==> src/rtl/cpu_int_seq_if.sv <==
// ---------------------------------------------------------------------------
// cpu_int_seq_if
// Bundle of all non-clock/non-reset signals between the CPU core and the
// interrupt/reset sequencer.
//   slave  modport : sequencer side (inputs: IRQ/NMI/BRK request, CPU state,
//                    read data; outputs: bus drive, new PC/S, cause info)
//   master modport : CPU core side (mirror image of slave)
// ---------------------------------------------------------------------------
interface cpu_int_seq_if #(
  parameter int NUM_IRQ = 4
);
  logic [NUM_IRQ-1:0] irq_n;
  logic [NUM_IRQ-1:0] irq_mask;
  logic               nmi_n;
  logic               flag_i;
  logic               brk_req;
  logic               boundary;
  logic [15:0]        pc_in;
  logic [7:0]         p_in;
  logic [7:0]         s_in;
  logic [7:0]         data_bus_in;
  logic               busy;
  logic [15:0]        adr_bus;
  logic [7:0]         data_bus_out;
  logic               RW;
  logic [15:0]        pc_out;
  logic [7:0]         s_out;
  logic               pc_load;
  logic [2:0]         irq_cause;
  logic [2:0]         irq_chan;

  modport slave (
    input  irq_n, irq_mask, nmi_n, flag_i, brk_req, boundary,
    input  pc_in, p_in, s_in, data_bus_in,
    output busy, adr_bus, data_bus_out, RW,
    output pc_out, s_out, pc_load, irq_cause, irq_chan
  );

  modport master (
    output irq_n, irq_mask, nmi_n, flag_i, brk_req, boundary,
    output pc_in, p_in, s_in, data_bus_in,
    input  busy, adr_bus, data_bus_out, RW,
    input  pc_out, s_out, pc_load, irq_cause, irq_chan
  );
endinterface

==> src/rtl/cpu_int_seq.sv <==
// ---------------------------------------------------------------------------
// cpu_int_seq
// Interrupt/reset sequencer for a 6502-style core. At an instruction boundary
// it arbitrates reset > NMI > BRK > IRQ, pushes PCH/PCL/P to the stack, reads
// the 16-bit vector and strobes the new PC/S back to the core.
// All state changes happen on the falling clock edge, like the core.
// Ports:
//   clk      : clock (falling-edge active)
//   n_reset  : asynchronous active-low reset
//   bus      : cpu_int_seq_if.slave (requests, CPU state, memory bus,
//              pc_out/s_out/pc_load strobe, irq_cause/irq_chan)
// All bus outputs are registered; they are computed from the next state so
// that the first push is already on the bus in the cycle after the accept
// edge.
// ---------------------------------------------------------------------------
module cpu_int_seq #(
  parameter int          NUM_IRQ    = 4,
  parameter bit          VECTORED   = 1'b0,
  parameter logic [7:0]  STACK_PAGE = 8'h01,
  parameter logic [15:0] NMI_VEC    = 16'hFFFA,
  parameter logic [15:0] RST_VEC    = 16'hFFFC,
  parameter logic [15:0] IRQ_VEC    = 16'hFFFE,
  parameter logic [15:0] IRQ_TBL    = 16'hFFE0
) (
  input  logic        clk,
  input  logic        n_reset,
  cpu_int_seq_if.slave bus
);

  typedef enum logic [2:0] {
    ST_IDLE   = 3'd0,
    ST_PUSH_H = 3'd1,
    ST_PUSH_L = 3'd2,
    ST_PUSH_P = 3'd3,
    ST_VEC_LO = 3'd4,
    ST_VEC_HI = 3'd5,
    ST_DONE   = 3'd6
  } state_t;

  localparam logic [2:0] CAUSE_RST = 3'd0;
  localparam logic [2:0] CAUSE_NMI = 3'd1;
  localparam logic [2:0] CAUSE_BRK = 3'd2;
  localparam logic [2:0] CAUSE_IRQ = 3'd3;

  // Status byte as pushed: bit5 always set, bit4 (B) set only for BRK.
  function automatic logic [7:0] push_status(input logic [7:0] p, input logic is_brk);
    push_status = {p[7:6], 1'b1, is_brk, p[3:0]};
  endfunction

  // Internal state
  state_t      r_state;
  logic [7:0]  r_s;
  logic [15:0] r_vec;
  logic [15:0] r_pc;
  logic [7:0]  r_p;
  logic [2:0]  r_cause;
  logic [2:0]  r_chan;
  logic [7:0]  r_lo;
  logic        r_nmi_prev;
  logic        r_nmi_pending;
  logic        r_rst_pending;
  // Registered outputs
  logic [15:0] r_pc_out;
  logic [7:0]  r_s_out;
  logic        r_busy;
  logic [15:0] r_adr;
  logic [7:0]  r_dout;
  logic        r_rw;
  logic        r_pc_load;

  // Next-state wires
  state_t      w_state_nxt;
  logic [7:0]  w_s_nxt;
  logic [15:0] w_vec_nxt;
  logic [15:0] w_pc_nxt;
  logic [7:0]  w_p_nxt;
  logic [2:0]  w_cause_nxt;
  logic [2:0]  w_chan_nxt;
  logic [7:0]  w_lo_nxt;
  logic        w_nmi_pending_nxt;
  logic        w_rst_pending_nxt;
  logic [15:0] w_pc_out_nxt;
  logic [7:0]  w_s_out_nxt;
  logic        w_busy_nxt;
  logic [15:0] w_adr_nxt;
  logic [7:0]  w_dout_nxt;
  logic        w_rw_nxt;
  logic        w_pc_load_nxt;

  logic        w_nmi_fall;
  logic        w_nmi_pend;
  logic        w_irq_any;
  logic [2:0]  w_irq_chan;
  logic [15:0] w_irq_vec;

  // An edge seen on the accept cycle itself is honoured immediately.
  assign w_nmi_fall = r_nmi_prev & ~bus.nmi_n;
  assign w_nmi_pend = r_nmi_pending | w_nmi_fall;

  // IRQ eligibility and lowest-index channel select (descending scan so the
  // lowest active channel is the last one written).
  always_comb begin
    w_irq_any  = 1'b0;
    w_irq_chan = 3'd0;
    for (int k = NUM_IRQ - 1; k >= 0; k--) begin
      w_irq_chan = (~bus.irq_n[k] & ~bus.irq_mask[k]) ? 3'(k) : w_irq_chan;
      w_irq_any  = w_irq_any | (~bus.irq_n[k] & ~bus.irq_mask[k]);
    end
    w_irq_any = w_irq_any & ~bus.flag_i;
  end

  assign w_irq_vec = VECTORED ? (IRQ_TBL + {12'h000, w_irq_chan, 1'b0}) : IRQ_VEC;

  // Next-state and datapath-update logic of the sequencer FSM.
  always_comb begin
    w_state_nxt       = r_state;
    w_s_nxt           = r_s;
    w_vec_nxt         = r_vec;
    w_pc_nxt          = r_pc;
    w_p_nxt           = r_p;
    w_cause_nxt       = r_cause;
    w_chan_nxt        = r_chan;
    w_lo_nxt          = r_lo;
    w_nmi_pending_nxt = w_nmi_pend;
    w_rst_pending_nxt = r_rst_pending;
    w_pc_out_nxt      = r_pc_out;
    w_s_out_nxt       = r_s_out;
    case (r_state)
      ST_IDLE: begin
        // CPU context is sampled every idle cycle; only the accept cycle's
        // copy survives into the push states.
        w_pc_nxt = bus.pc_in;
        w_p_nxt  = bus.p_in;
        w_s_nxt  = bus.s_in;
        if (r_rst_pending) begin
          // Reset sequence: no pushes, no boundary needed, S forced to FD.
          w_rst_pending_nxt = 1'b0;
          w_state_nxt       = ST_VEC_LO;
          w_vec_nxt         = RST_VEC;
          w_s_nxt           = 8'hFD;
          w_cause_nxt       = CAUSE_RST;
          w_chan_nxt        = 3'd0;
        end else if (bus.boundary && w_nmi_pend) begin
          w_state_nxt       = ST_PUSH_H;
          w_vec_nxt         = NMI_VEC;
          w_cause_nxt       = CAUSE_NMI;
          w_chan_nxt        = 3'd0;
          w_nmi_pending_nxt = 1'b0;
        end else if (bus.boundary && bus.brk_req) begin
          w_state_nxt = ST_PUSH_H;
          w_vec_nxt   = IRQ_VEC;
          w_cause_nxt = CAUSE_BRK;
          w_chan_nxt  = 3'd0;
        end else if (bus.boundary && w_irq_any) begin
          w_state_nxt = ST_PUSH_H;
          w_vec_nxt   = w_irq_vec;
          w_cause_nxt = CAUSE_IRQ;
          w_chan_nxt  = w_irq_chan;
        end else begin
          w_state_nxt = ST_IDLE;
        end
      end
      ST_PUSH_H: begin
        w_state_nxt = ST_PUSH_L;
        w_s_nxt     = r_s - 8'd1;
      end
      ST_PUSH_L: begin
        w_state_nxt = ST_PUSH_P;
        w_s_nxt     = r_s - 8'd1;
      end
      ST_PUSH_P: begin
        w_state_nxt = ST_VEC_LO;
        w_s_nxt     = r_s - 8'd1;
      end
      ST_VEC_LO: begin
        // Read data for the low vector address is valid this edge.
        w_state_nxt = ST_VEC_HI;
        w_lo_nxt    = bus.data_bus_in;
      end
      ST_VEC_HI: begin
        w_state_nxt  = ST_DONE;
        w_pc_out_nxt = {bus.data_bus_in, r_lo};
        w_s_out_nxt  = r_s;
      end
      ST_DONE: begin
        w_state_nxt = ST_IDLE;
      end
      default: begin
        w_state_nxt = ST_IDLE;
      end
    endcase
  end

  // Bus output values for the state being entered at this edge.
  always_comb begin
    w_busy_nxt    = 1'b0;
    w_adr_nxt     = 16'h0000;
    w_dout_nxt    = 8'h00;
    w_rw_nxt      = 1'b1;
    w_pc_load_nxt = 1'b0;
    case (w_state_nxt)
      ST_PUSH_H: begin
        w_busy_nxt = 1'b1;
        w_adr_nxt  = {STACK_PAGE, w_s_nxt};
        w_rw_nxt   = 1'b0;
        w_dout_nxt = w_pc_nxt[15:8];
      end
      ST_PUSH_L: begin
        w_busy_nxt = 1'b1;
        w_adr_nxt  = {STACK_PAGE, w_s_nxt};
        w_rw_nxt   = 1'b0;
        w_dout_nxt = w_pc_nxt[7:0];
      end
      ST_PUSH_P: begin
        w_busy_nxt = 1'b1;
        w_adr_nxt  = {STACK_PAGE, w_s_nxt};
        w_rw_nxt   = 1'b0;
        w_dout_nxt = push_status(w_p_nxt, w_cause_nxt == CAUSE_BRK);
      end
      ST_VEC_LO: begin
        w_busy_nxt = 1'b1;
        w_adr_nxt  = w_vec_nxt;
      end
      ST_VEC_HI: begin
        w_busy_nxt = 1'b1;
        w_adr_nxt  = w_vec_nxt + 16'd1;
      end
      ST_DONE: begin
        w_busy_nxt    = 1'b1;
        w_pc_load_nxt = 1'b1;
      end
      ST_IDLE: begin
        w_busy_nxt = 1'b0;
      end
      default: begin
        w_busy_nxt = 1'b0;
      end
    endcase
  end

  // State and registered outputs, falling-edge clocked with async reset.
  always_ff @(negedge clk or negedge n_reset) begin
    if (!n_reset) begin
      r_state       <= ST_IDLE;
      r_s           <= 8'h00;
      r_vec         <= 16'h0000;
      r_pc          <= 16'h0000;
      r_p           <= 8'h00;
      r_cause       <= 3'd0;
      r_chan        <= 3'd0;
      r_lo          <= 8'h00;
      r_nmi_prev    <= 1'b1;
      r_nmi_pending <= 1'b0;
      r_rst_pending <= 1'b1;
      r_pc_out      <= 16'h0000;
      r_s_out       <= 8'h00;
      r_busy        <= 1'b0;
      r_adr         <= 16'h0000;
      r_dout        <= 8'h00;
      r_rw          <= 1'b1;
      r_pc_load     <= 1'b0;
    end else begin
      r_state       <= w_state_nxt;
      r_s           <= w_s_nxt;
      r_vec         <= w_vec_nxt;
      r_pc          <= w_pc_nxt;
      r_p           <= w_p_nxt;
      r_cause       <= w_cause_nxt;
      r_chan        <= w_chan_nxt;
      r_lo          <= w_lo_nxt;
      r_nmi_prev    <= bus.nmi_n;
      r_nmi_pending <= w_nmi_pending_nxt;
      r_rst_pending <= w_rst_pending_nxt;
      r_pc_out      <= w_pc_out_nxt;
      r_s_out       <= w_s_out_nxt;
      r_busy        <= w_busy_nxt;
      r_adr         <= w_adr_nxt;
      r_dout        <= w_dout_nxt;
      r_rw          <= w_rw_nxt;
      r_pc_load     <= w_pc_load_nxt;
    end
  end

  assign bus.busy         = r_busy;
  assign bus.adr_bus      = r_adr;
  assign bus.data_bus_out = r_dout;
  assign bus.RW           = r_rw;
  assign bus.pc_out       = r_pc_out;
  assign bus.s_out        = r_s_out;
  assign bus.pc_load      = r_pc_load;
  assign bus.irq_cause    = r_cause;
  assign bus.irq_chan     = r_chan;

endmodule
==> src/flat_wrapper.sv <==
// flat-port wrapper written by rule: the top's interface ports become plain ports
module cpu_int_seq_flat 
#(
  parameter int          NUM_IRQ    = 4,
  parameter bit          VECTORED   = 1'b0,
  parameter logic [7:0]  STACK_PAGE = 8'h01,
  parameter logic [15:0] NMI_VEC    = 16'hFFFA,
  parameter logic [15:0] RST_VEC    = 16'hFFFC,
  parameter logic [15:0] IRQ_VEC    = 16'hFFFE,
  parameter logic [15:0] IRQ_TBL    = 16'hFFE0
)
  (clk, n_reset, bus_irq_n, bus_irq_mask, bus_nmi_n, bus_flag_i, bus_brk_req, bus_boundary, bus_pc_in, bus_p_in, bus_s_in, bus_data_bus_in, bus_busy, bus_adr_bus, bus_data_bus_out, bus_RW, bus_pc_out, bus_s_out, bus_pc_load, bus_irq_cause, bus_irq_chan);
  cpu_int_seq_if #(.NUM_IRQ(NUM_IRQ)) bus_i ();
  input  logic clk;
  input  logic n_reset;
  input wire logic [$bits(bus_i.irq_n)-1:0] bus_irq_n;
  input wire logic [$bits(bus_i.irq_mask)-1:0] bus_irq_mask;
  input wire logic [$bits(bus_i.nmi_n)-1:0] bus_nmi_n;
  input wire logic [$bits(bus_i.flag_i)-1:0] bus_flag_i;
  input wire logic [$bits(bus_i.brk_req)-1:0] bus_brk_req;
  input wire logic [$bits(bus_i.boundary)-1:0] bus_boundary;
  input wire logic [$bits(bus_i.pc_in)-1:0] bus_pc_in;
  input wire logic [$bits(bus_i.p_in)-1:0] bus_p_in;
  input wire logic [$bits(bus_i.s_in)-1:0] bus_s_in;
  input wire logic [$bits(bus_i.data_bus_in)-1:0] bus_data_bus_in;
  output wire logic [$bits(bus_i.busy)-1:0] bus_busy;
  output wire logic [$bits(bus_i.adr_bus)-1:0] bus_adr_bus;
  output wire logic [$bits(bus_i.data_bus_out)-1:0] bus_data_bus_out;
  output wire logic [$bits(bus_i.RW)-1:0] bus_RW;
  output wire logic [$bits(bus_i.pc_out)-1:0] bus_pc_out;
  output wire logic [$bits(bus_i.s_out)-1:0] bus_s_out;
  output wire logic [$bits(bus_i.pc_load)-1:0] bus_pc_load;
  output wire logic [$bits(bus_i.irq_cause)-1:0] bus_irq_cause;
  output wire logic [$bits(bus_i.irq_chan)-1:0] bus_irq_chan;
  assign bus_i.irq_n = bus_irq_n;
  assign bus_i.irq_mask = bus_irq_mask;
  assign bus_i.nmi_n = bus_nmi_n;
  assign bus_i.flag_i = bus_flag_i;
  assign bus_i.brk_req = bus_brk_req;
  assign bus_i.boundary = bus_boundary;
  assign bus_i.pc_in = bus_pc_in;
  assign bus_i.p_in = bus_p_in;
  assign bus_i.s_in = bus_s_in;
  assign bus_i.data_bus_in = bus_data_bus_in;
  assign bus_busy = bus_i.busy;
  assign bus_adr_bus = bus_i.adr_bus;
  assign bus_data_bus_out = bus_i.data_bus_out;
  assign bus_RW = bus_i.RW;
  assign bus_pc_out = bus_i.pc_out;
  assign bus_s_out = bus_i.s_out;
  assign bus_pc_load = bus_i.pc_load;
  assign bus_irq_cause = bus_i.irq_cause;
  assign bus_irq_chan = bus_i.irq_chan;
  cpu_int_seq #(.NUM_IRQ(NUM_IRQ), .VECTORED(VECTORED), .STACK_PAGE(STACK_PAGE), .NMI_VEC(NMI_VEC), .RST_VEC(RST_VEC), .IRQ_VEC(IRQ_VEC), .IRQ_TBL(IRQ_TBL)) u_core (.clk(clk), .n_reset(n_reset), .bus(bus_i));
endmodule
==> config.mk <==
export PLATFORM = sky130hd
export DESIGN_NAME = cpu_int_seq_flat
export DESIGN_NICKNAME = d
export VERILOG_FILES = /design/src/rtl/cpu_int_seq_if.sv /design/src/rtl/cpu_int_seq.sv /design/src/flat_wrapper.sv
export SDC_FILE = /design/constraint.sdc
export NUM_CORES = 1
export LEC_CHECK = 0
export CORE_ASPECT_RATIO = 1.2
export CORE_MARGIN = 1
export CORE_UTILIZATION = 55
export DETAILED_ROUTE_END_ITERATION = 16
export PLACE_DENSITY = 0.88
export SLEW_MARGIN = 15
export SYNTH_ARGS = -nofsm -noshare
export SYNTH_HDL_FRONTEND = slang
export SYNTH_SLANG_ARGS = --single-unit
==> constraint.sdc <==
create_clock -name clk -period 6.2 [get_ports clk]
set_clock_uncertainty 0.15 [all_clocks]
set_input_delay 1.24 -clock clk [delete_from_list [all_inputs] [get_ports clk]]
set_output_delay 1.24 -clock clk [all_outputs]
set_load 0.05 [all_outputs]
==> metrics.md <==
| Metric | Value |
|---|---|
| Outcome | `completed` |
| Max clock buf depth | `2` |
| Critical-path cell list | `clkdlybuf4s50_1` |
| Finished Cell Area | `7280 sq um` |
| Family with the most delay on the worst path | `buffers and inverters` |
| Psw | `1.87 mW` |
| Mean post-synth cell area | `10.2 sq um` |
| Detailed-route via count | `4537` |
| Final Setup Violations | `0` |
| Critical path peak fanout | `2` |
| Leakage | `3.37 nW` |
| Tot Pwr | `4.33 mW` |
| Worst-path clk slew | `50 ps` |
| Ys Warns | `0` |
| Slowest-stage cell, CP | `clkdlybuf4s50_1` |
| Worst-Margin Slew | `1120 ps` |
| WL/cell | `18.8 microns` |
| Total track usage | `32.1%` |
| Cell Rows | `38` |
| Clock sink count | `116` |
| Via-per-instance ratio | `5.87` |
| Post-synth ARST share | `100%` |
| H-tree levels | `4` |
| Cell area power density | `595 nW/um^2` |
| DRC errors left | `0` |
| First-iteration detailed-routing DRC count | `331` |
| Clock root buffer | `clkbuf_8` |
| Number of distinct library cells after synthesis | `70` |
| Placed cells | `736` |
| Routability congestion estimate from global placement | `0.848` |
| Worst Path Buf+Inv | `1` |
| Die width | `90.3 microns` |
| Sw frac | `43.2%` |
| Initial Util | `56.7%` |
| Post-synthesis register bit count | `116` |
| RSZ-0062 raised after global routing | `false` |
| Critical path class | `reg2out` |
| CP peak stage delay | `820 ps` |
| Worst hold path type | `reg2reg` |
| Cell Area, Synth | `5150 sq um` |
| HPWL after DPL | `8980 microns` |
| Area Overhead vs Synth | `41.5%` |
| Die span in y | `108 microns` |
| CP Data Required Time | `4810 ps` |
| CP Launch Type | `register` |
| Worst reg2reg path startpoint | `u_core.r_state[2]$_DFF_NN0_` |
| Share of layout cells above drive strength 1 | `22.1%` |
| Hold wc startpoint | `u_core.r_pc[5]$_DFF_NN0_` |
| Clk pwr share | `24.0%` |
| EDFF count, synth | `0` |
| Most frequent cells in the layout | `115 x nand2_1, 113 x dfrtn_1, 75 x clkdlybuf4s50_1` |
| Reg power frac | `29.6%` |
| I/O pin cnt | `111` |
| Final Hold Vio Count | `0` |
| Peak supply drop | `0.323 mV` |
| Final WL | `14600 microns` |
| Most common cell after layout, fill and taps aside | `nand2_1` |
| Largest net degree at the start of global routing | `56` |
| # nets final | `696` |
| Vias in the first global route | `4582` |
| Global-route wire length before repair | `23600 microns` |
| Post-route insts no fill | `773` |
| Internal Pwr Total | `2.46 mW` |
| Main synth FF type | `dfrtn_1` |
| Crit end category | `primary output` |
| Drt first pass iters | `5` |
| Antenna diode count | `0` |
| Setup crit start | `u_core.bus.s_out[5]$_DFFE_NN0P_` |
| TritonCTS clock tree | `yes` |
| Max Cap Violations | `0` |
| Port Buffers | `107` |
| Fin. max-slew vios | `0` |
| Slew HR | `25.1%` |
| Core box area | `9080 sq um` |
| Register area share after synthesis | `56.5%` |
| Logic pwr share | `46.4%` |
| Skew-Pair Late Insertion Delay | `490 ps` |
| Cells after synthesis | `505` |
| # fillers | `531` |
| Die area | `9750 sq um` |
| Post-route ant nets | `0` |
| Grt total ovfl | `0` |
| WP data arrival | `4780 ps` |
| Initial antenna violation count | `0` |
| Syn nets | `561` |
| Post-placement cell area | `6540 sq um` |
| TritonCTS buffer count | `17` |
synthesized netlist by cell type, types with 4 or more instances:
cell / n / area [sq um]
a21oi_1: 19 / 95.1
a22oi_1: 9 / 67.6
a31oi_1: 9 / 56.3
and2_1: 4 / 25.0
buf_2: 11 / 55.1
clkbuf_1: 15 / 56.3
dfrtn_1: 113 / 2830
inv_1: 18 / 67.6
mux2_2: 22 / 248
nand2_1: 116 / 435
nand2b_1: 10 / 62.6
nand3_1: 5 / 25.0
nor2_1: 24 / 90.1
nor2b_1: 5 / 31.3
o211ai_1: 5 / 37.5
o21ai_0: 30 / 150
o22ai_1: 4 / 25.0
or2_2: 11 / 68.8
or4_1: 4 / 30.0
layout make-up:
class / instances / area, sq um / share of cell area, %
Inverter: 17 / 63.8 / 0.876
Clock buffer: 18 / 428 / 5.88
Clock inverter: 17 / 211 / 2.90
Tap cell: 120 / 150 / 2.06
Sequential cell: 116 / 2910 / 39.9
Multi-Input combinational cell: 341 / 2160 / 29.7
Timing Repair Buffer: 144 / 1360 / 18.6
state kept, by name (all words and copies together) (netlist names):
register	flops
u_core.bus.RW	1
u_core.bus.adr_bus	16
u_core.bus.busy	1
u_core.bus.data_bus_out	8
u_core.bus.irq_cause	3
u_core.bus.irq_chan	2
u_core.bus.pc_load	1
u_core.bus.pc_out	16
u_core.bus.s_out	8
u_core.r_lo	8
u_core.r_nmi_pending	1
u_core.r_nmi_prev	1
u_core.r_p	6
u_core.r_pc	16
u_core.r_rst_pending	1
u_core.r_s	8
u_core.r_state	3
u_core.r_vec	16
per-layer routing:
layer | vias up | routed length, microns | GRT usage (%)
met4 | 0 | 457 | 13.5
li1 | 2016 | - | -
met2 | 224 | 7850 | 56.4
met5 | - | 0 | 0
met3 | 46 | 780 | 7.45
met1 | 2251 | 5480 | 38.1
logic make-up (layout without fill, tap and decap cells):
kind of cell | after synthesis | count (layout) | share of synthesized area [%]
simple gates | 205 | 205 | 19.3
flops | 116 | 116 | 56.5
compound gates | 108 | 108 | 14.2
buf+inv | 48 | 196 | 4.13
mux | 23 | 23 | 5.01
fa+ha+maj | 2 | 2 | 0.486
xor+xnor | 2 | 2 | 0.340
other cells | 1 | 1 | 0.0729
power groups by stage:
stage	clock network, mW	logic [mW]	registers [mW]
global placement	0.00402	1.88	1.25
finish	1.04	2.01	1.28
detailed placement	0.00402	1.94	1.27
CTS	1.05	2.00	1.28
global route	1.09	2.12	1.32
floorplan	0.00402	0.785	1.78
through the flow:
stage	util, %	setup slack (ps)	hold slack, ps	TNS (ps)
2_1_floorplan	-	-218	244	-796
3_3_place_gp	72.0	-649	261	-9660
3_5_place_dp	72.0	-737	263	-11530
4_1_cts	79.9	0.337	264	0
5_1_grt	80.2	0.915	291	0
6_report	80.2	29.3	261	0
worst min-delay path, delay by kind of cell (launching register included):
kind / cells / cell delay (ps)
AND/OR/NAND/NOR: 2 / 110
flip-flops: 1 / 380
repair_timing:
item                       CTS  global route
hold buffers                 0             0
setup buffers                3             0
gates resized for setup     33            38
setup endpoints to repair   22            22
pin swaps                   14            12
path summary, 6_finish.rpt:
path | to | slack, ps | depth (start not counted)
min in group asynchronous | u_core.r_lo[2]$_DFFE_NN0N_ | 3590 | 1
setup reg to reg | u_core.bus.adr_bus[15]$_DFF_NN0_ | 2980 | 8
max in group asynchronous | u_core.bus.pc_out[1]$_DFFE_NN0P_ | 1550 | 2
setup / recovery | bus_s_out[5] | 30 | 1
hold reg to reg | u_core.r_pc[5]$_DFF_NN0_ | 260 | 2
hold / removal | u_core.r_pc[5]$_DFF_NN0_ | 260 | 2
Power figures use the tool's default switching activity.
